[src/rtl/btb_pkg.sv]
// Shared definitions for the branch target buffer: default geometry,
// entry/debug layouts and the install victim-selection helper.
package btb_pkg;

    localparam int DFLT_BTB_SETS     = 16;
    localparam int DFLT_BTB_TAG_BITS = 10;
    localparam int DFLT_BTB_IDX_BITS = $clog2(DFLT_BTB_SETS);
    localparam int DFLT_STAT_BITS    = 16;

    localparam logic WAY0 = 1'b0;
    localparam logic WAY1 = 1'b1;

    typedef struct packed {
        logic                         valid;
        logic [DFLT_BTB_TAG_BITS-1:0] tag;
        logic [31:0]                  target;
    } btb_entry_t;

    typedef struct packed {
        btb_entry_t [1:0] way;
        logic             lru;
    } btb_set_state_t;

    typedef btb_set_state_t [DFLT_BTB_SETS-1:0] btb_debug_t;

    // An empty way is always preferred over evicting a live entry.
    function automatic logic victim_way(input logic [1:0] valid, input logic lru);
        logic way;
        if (!valid[0]) begin
            way = WAY0;
        end else if (!valid[1]) begin
            way = WAY1;
        end else begin
            way = lru;
        end
        return way;
    endfunction

endpackage

[src/rtl/btb_set.sv]
// One BTB set: two tagged entries, an LRU bit naming the next victim, and
// the hit / install-way selection logic.
module btb_set
    import btb_pkg::*;
#(
    parameter int TAG_BITS = DFLT_BTB_TAG_BITS
) (
    input  logic                clock,
    input  logic                reset,
    input  logic                lookup_en,
    input  logic [TAG_BITS-1:0] lookup_tag,
    input  logic                upd_en,
    input  logic [TAG_BITS-1:0] upd_tag,
    input  logic [31:0]         upd_target,
    output logic                hit,
    output logic [31:0]         target
);

    logic [1:0]          valid_r;
    logic [TAG_BITS-1:0] tag_r [2];
    logic [31:0]         target_r [2];
    logic                lru_r;

    logic [1:0]          look_match_s;
    logic [1:0]          upd_match_s;
    logic                upd_way_s;

    // Tag compare for the lookup and update ports, plus install-way choice
    always_comb begin
        look_match_s[0] = valid_r[0] & (tag_r[0] == lookup_tag);
        look_match_s[1] = valid_r[1] & (tag_r[1] == lookup_tag);
        upd_match_s[0]  = valid_r[0] & (tag_r[0] == upd_tag);
        upd_match_s[1]  = valid_r[1] & (tag_r[1] == upd_tag);

        hit = lookup_en & (|look_match_s);
        if (look_match_s[0]) begin
            target = target_r[0];
        end else if (look_match_s[1]) begin
            target = target_r[1];
        end else begin
            target = 32'h0000_0000;
        end

        if (upd_match_s[0]) begin
            upd_way_s = WAY0;
        end else if (upd_match_s[1]) begin
            upd_way_s = WAY1;
        end else begin
            upd_way_s = victim_way(valid_r, lru_r);
        end
    end

    // Entry storage and LRU; an install/refresh overrides a lookup-hit LRU touch
    always_ff @(posedge clock or negedge reset) begin
        if (!reset) begin
            valid_r     <= 2'b00;
            tag_r[0]    <= '0;
            tag_r[1]    <= '0;
            target_r[0] <= 32'h0000_0000;
            target_r[1] <= 32'h0000_0000;
            lru_r       <= WAY0;
        end else if (upd_en) begin
            valid_r[upd_way_s]  <= 1'b1;
            tag_r[upd_way_s]    <= upd_tag;
            target_r[upd_way_s] <= upd_target;
            lru_r               <= ~upd_way_s;
        end else if (hit) begin
            lru_r <= look_match_s[0];
        end
    end

endmodule

[src/rtl/btb.sv]
// 2-way set-associative branch target buffer with same-cycle lookup,
// install/refresh from execute, update-to-lookup bypass and saturating stats.
module btb
    import btb_pkg::*;
#(
    parameter int BTB_SETS     = DFLT_BTB_SETS,
    parameter int BTB_TAG_BITS = DFLT_BTB_TAG_BITS,
    parameter int STAT_BITS    = DFLT_STAT_BITS
) (
    input  logic                 clock,
    input  logic                 reset,
    input  logic                 lookup_valid,
    input  logic [31:0]          lookup_pc,
    output logic                 lookup_hit,
    output logic [31:0]          lookup_target,
    input  logic                 upd_valid,
    input  logic [31:0]          upd_pc,
    input  logic [31:0]          upd_target,
    input  logic                 upd_taken,
    output logic [STAT_BITS-1:0] stat_lookups,
    output logic [STAT_BITS-1:0] stat_hits
);

    localparam int IDX_BITS = $clog2(BTB_SETS);
    localparam int TAG_LSB  = 2 + IDX_BITS;
    localparam int TAG_END  = TAG_LSB + BTB_TAG_BITS;

    logic [IDX_BITS-1:0]     lookup_idx_s;
    logic [IDX_BITS-1:0]     upd_idx_s;
    logic [BTB_TAG_BITS-1:0] lookup_tag_s;
    logic [BTB_TAG_BITS-1:0] upd_tag_s;
    logic                    upd_install_s;
    logic                    bypass_s;
    logic                    hit_s;
    logic [31:0]             target_s;
    logic [BTB_SETS-1:0]     set_hit_s;
    logic [31:0]             set_target_s [BTB_SETS];
    logic [STAT_BITS-1:0]    stat_lookups_r;
    logic [STAT_BITS-1:0]    stat_hits_r;
    logic                    unused_pc_bits_s;

    assign lookup_idx_s  = lookup_pc[2 +: IDX_BITS];
    assign lookup_tag_s  = lookup_pc[TAG_LSB +: BTB_TAG_BITS];
    assign upd_idx_s     = upd_pc[2 +: IDX_BITS];
    assign upd_tag_s     = upd_pc[TAG_LSB +: BTB_TAG_BITS];
    assign upd_install_s = upd_valid & upd_taken;

    // Byte offset and bits above the partial tag never take part in matching.
    assign unused_pc_bits_s = ^{lookup_pc[1:0], lookup_pc[31:TAG_END],
                                upd_pc[1:0], upd_pc[31:TAG_END]};

    for (genvar g = 0; g < BTB_SETS; g++) begin : g_set
        btb_set #(
            .TAG_BITS(BTB_TAG_BITS)
        ) u_set (
            .clock      (clock),
            .reset      (reset),
            .lookup_en  (lookup_valid & (lookup_idx_s == IDX_BITS'(g))),
            .lookup_tag (lookup_tag_s),
            .upd_en     (upd_install_s & (upd_idx_s == IDX_BITS'(g))),
            .upd_tag    (upd_tag_s),
            .upd_target (upd_target),
            .hit        (set_hit_s[g]),
            .target     (set_target_s[g])
        );
    end

    // Lookup result: reset forces zero, then bypass, then stored entry
    always_comb begin
        bypass_s = lookup_valid & upd_install_s &
                   (lookup_idx_s == upd_idx_s) & (lookup_tag_s == upd_tag_s);
        if (!reset) begin
            hit_s    = 1'b0;
            target_s = 32'h0000_0000;
        end else if (bypass_s) begin
            hit_s    = 1'b1;
            target_s = upd_target;
        end else if (set_hit_s[lookup_idx_s]) begin
            hit_s    = 1'b1;
            target_s = set_target_s[lookup_idx_s];
        end else begin
            hit_s    = 1'b0;
            target_s = 32'h0000_0000;
        end
    end

    assign lookup_hit    = hit_s;
    assign lookup_target = target_s;

    // Saturating lookup and hit counters
    always_ff @(posedge clock or negedge reset) begin
        if (!reset) begin
            stat_lookups_r <= '0;
            stat_hits_r    <= '0;
        end else begin
            if (lookup_valid && (stat_lookups_r != {STAT_BITS{1'b1}})) begin
                stat_lookups_r <= stat_lookups_r + STAT_BITS'(1);
            end
            if (hit_s && (stat_hits_r != {STAT_BITS{1'b1}})) begin
                stat_hits_r <= stat_hits_r + STAT_BITS'(1);
            end
        end
    end

    assign stat_lookups = stat_lookups_r;
    assign stat_hits    = stat_hits_r;

endmodule

[config.mk]
export PLATFORM = sky130hd
export DESIGN_NAME = btb
export DESIGN_NICKNAME = d
export VERILOG_FILES = /design/src/rtl/btb_pkg.sv /design/src/rtl/btb_set.sv /design/src/rtl/btb.sv
export SDC_FILE = /design/constraint.sdc
export NUM_CORES = 2
export LEC_CHECK = 0
export CAP_MARGIN = 20
export CORE_MARGIN = 4
export CORE_UTILIZATION = 35
export DETAILED_ROUTE_END_ITERATION = 6
export HOLD_SLACK_MARGIN = 0.12
export PLACE_DENSITY = 0.63
export RECOVER_POWER = 100
export SYNTH_ARGS = -nofsm -noshare
export SYNTH_HDL_FRONTEND = slang
export SYNTH_SLANG_ARGS = --single-unit
[constraint.sdc]
create_clock -name clock -period 3.2 [get_ports clock]
set_clock_uncertainty 0.1 [all_clocks]
set_input_delay 0.48 -clock clock [delete_from_list [all_inputs] [get_ports clock]]
set_output_delay 0.48 -clock clock [all_outputs]
set_load 0.01 [all_outputs]
==> flow_summary_export.csv <==
group,metric,value,unit
run_status,status,"complete, but fails checks",
run_status,violations,"max-capacitance violations, max-slew violations, negative setup slack",
worst_setup_path,crit_arrival,4.02,ns
synthesis,synth_top_area_share,51.0,%
sta,hold_viol,0,
cts,cts_tree,"yes",
sta,slew_headroom,-57.0,%
global_route,overflow,0,
hold_path,hold_path_class,"input pin to flip-flop",
run,maxCapViolations,5,
placement,io_buffers,129,
routing,vias_per_cell,5.61,
floorplan,die_h,455,um
synthesis,synthArstFlopShare,100,%
worst_setup_path,critPathKind,"flip-flop to output port",
synthesis,synth_edf_count,0,
cts,clock-sinks,1424,
floorplan,core_area,198000,um2
sta,period_needed,4.60,ns
finish,drive_gt1_share,44.4,%
synthesis,yosys_warnings,0,
cts,htree_num_levels,4,
routing,dr_total_vias,52000,
finish,n_antenna_cell,0,
routing,firstDrtPassIters,5,
placement,post-dp-hpwl,154,mm
cts,clock_latency,0.78,ns
global_route,grt_pass1_wl,347,mm
power,power_leakage,39.9,nW
synthesis,ys_seq_area_share,51.0,%
sta,worst_pin_slew,2.36,ns
sta,rsz0062_at_grt,"yes",
synthesis,avgSynthCellArea,12.3,um2
worst_setup_path,path_cells,"xor2_1 -> nor4_1 -> nand3_1 -> buf_4 -> o211ai_1 -> a21oi_1 -> nor4_2 -> o221a_4 -> and4bb_4 -> buf_4 -> buf_12 -> buf_8 -> buf_12 -> a32o_2 -> buf_6",
synthesis,ys.flop_type,"dfrtp_1",
placement,place.gp.congestion,0.884,
sta,fmax,0.217,GHz
floorplan,dieArea,207000,um2
sta,finalSetupViolations,570,
finish,final_util,44.6,%
floorplan,die_x,455,um
finish,final_common_cell,"dfrtp_1",
cts,clk_path_buf_depth,3,
power,cellPowerDensity,561,nW/um2
finish,mostFrequentLayoutCells,"1423 x dfrtp_1, 1345 x mux2_2, 847 x buf_4",
worst_setup_path,cp-start-kind,"flip-flop",
routing,wl_per_cell,24.8,um
routing,routed_wl,230,mm
cts,cts_root_buf,"clkbuf_16",
global_route,antenna_found_initial,1,
sta,drv_slew,451,
worst_setup_path,cp_slowest_cell,"dfrtp_1",
finish,seqCellArea,35600,um2
worst_setup_path,crit_path_end_kind,"output port",
synthesis,synth_cells,5669,
worst_setup_path,cp_num_buf_inv,6,
sta,finalCritPeriodShare,144,%
synthesis,synth_nets,5772,
power,vdd_drop_max,0.444,mV
finish,multi_input_area,33400,um2
routing,postRouteAntennaNets,0,
worst_setup_path,path_max_fanout,6,
finish,syn_to_final_growth,26.3,%
synthesis,yosys.area.top_type,"dfrtp_1",
routing,drt_iter0_markers,4533,
power,finalPower,0.0495,W
cts,cts_made_buffers,150,
finish,nets,6614,
synthesis,ys_top_cells_by_area,"dfrtp_1 51%, mux2_2 22%, xnor2_1 6.6%",
sta,worst_slack,-1.40,ns
worst_setup_path,crit_family,"simple AND/OR/NAND/NOR gates",
finish,fill_cells,17900,
worst_setup_path,cpPeakStageDelay,0.39,ns
global_route,grt_pass1_vias,54000,
routing,route.detailed.drc,0,
global_route,grt.total_usage,21.9,%
synthesis,synth_area,69800,um2
global_route,grt_start_max_net_pins,184,
worst_setup_path,required,2.62,ns
floorplan,row_count,163,
floorplan,start_util,35.3,%
synthesis,ys_types,57,
floorplan,num_io_pins,166,
synthesis,synth-seq-cells,1424,
cts,cts.clk_slew.worst_paths,0.06,ns
[synth_stat cells, types with 13 or more instances]
library cell / number
dfrtp_1: 1424
mux2_2: 1346
xnor2_1: 524
a221oi_1: 409
clkbuf_1: 364
nor2_1: 192
a21oi_1: 191
nand4_1: 189
nand2_1: 173
xor2_1: 159
buf_2: 103
nor3_1: 87
nand3_1: 76
o21ai_0: 59
nor4_1: 58
a221o_1: 41
buf_6: 30
a22o_1: 22
buf_1: 22
nand2b_1: 22
inv_1: 18
nor4_2: 16
o22ai_1: 13
or2_2: 13
[cell families after synthesis]
kind of cell | count (synthesis) | share of synthesized area [%]
AO/OA/AOI/OAI | 797 | 8.69
XOR/XNOR | 684 | 8.59
adder cells (fa/ha/maj) | 2 | 0.0358
buffers and inverters | 546 | 3.49
flip-flops | 1424 | 51.0
multiplexers | 1346 | 21.7
AND/OR/NAND/NOR | 870 | 6.47
[worst paths after layout]
check,start,endpoint,slack [ns],depth (start not counted)
max in group asynchronous,reset,g_set[15].u_set.target_r[44],0.12,4
setup reg to reg,g_set[3].u_set.tag_r[9],stat_hits[12],-0.79,21
min in group asynchronous,reset,g_set[6].u_set.tag_r[4],0.61,3
hold reg to reg,stat_hits[15],stat_hits[15],0.38,1
setup / recovery,g_set[3].u_set.tag_r[9],lookup_target[31],-1.40,15
hold / removal,upd_pc[14],g_set[2].u_set.tag_r[18],0.18,3
[flip-flops by register name, summed over array words and instances, names as in the netlist]
name	count
stat_hits	16
g_set.u_set.lru_r	16
stat_lookups	16
g_set.u_set.valid_r	32
g_set.u_set.tag_r	320
g_set.u_set.target_r	1024
[cell type report]
type / count / area share [%]
repair buffers: 1218 / 12.4
clock buffers: 226 / 5.03
flip-flops and latches: 1424 / 40.4
clock inverters: 36 / 0.438
multi-input cells: 3699 / 37.9
inverters: 18 / 0.0766
well taps: 2640 / 3.74
[routing by layer]
metal | up-vias | global-route usage, % | wire length, um | part of all wire, %
met5 | - | 0 | 0 | 0
met4 | 0 | 9.42 | 9770 | 4.3
met3 | 414 | 3.04 | 13600 | 5.9
met2 | 1730 | 34.4 | 106000 | 46
met1 | 27300 | 30.3 | 100000 | 44
li1 | 22500 | - | - | -
[timing repair]
action                                  CTS  global route
gates resized for setup                 360            53
pin swaps                               128            46
endpoints found under the setup margin   43            49
endpoints found under the hold margin   473             0
buffers inserted                         80            25
hold buffers                              1             0
gates cloned                              2             1
[metrics by stage]
step	TNS, ns	worst slack [ns]	hold slack [ns]	area, um2	std cells
finish	-151.03	-1.40	0.176	88200	9261
global route	-336.11	-1.51	0.172	88200	9261
CTS	-43.69	-1.39	0.124	88500	9246
detailed placement	-175.67	-1.70	0.383	81800	8911
global placement	-160.05	-1.69	0.375	81800	8911
floorplan	-1.53	-0.147	0.0844	70000	5669
[where the power goes]
group / internal, W / switching, W
logic: 0.00519 / 0.00433
clock network: 0.00996 / 0.00740
registers: 0.0208 / 0.00181
[tightest hold or removal path, stage by stage]
cell	delay (ns)
buf_4	0.09
buf_4	0.25
mux2_2	0.20
Note: power is estimated with default switching activity, not from simulation.
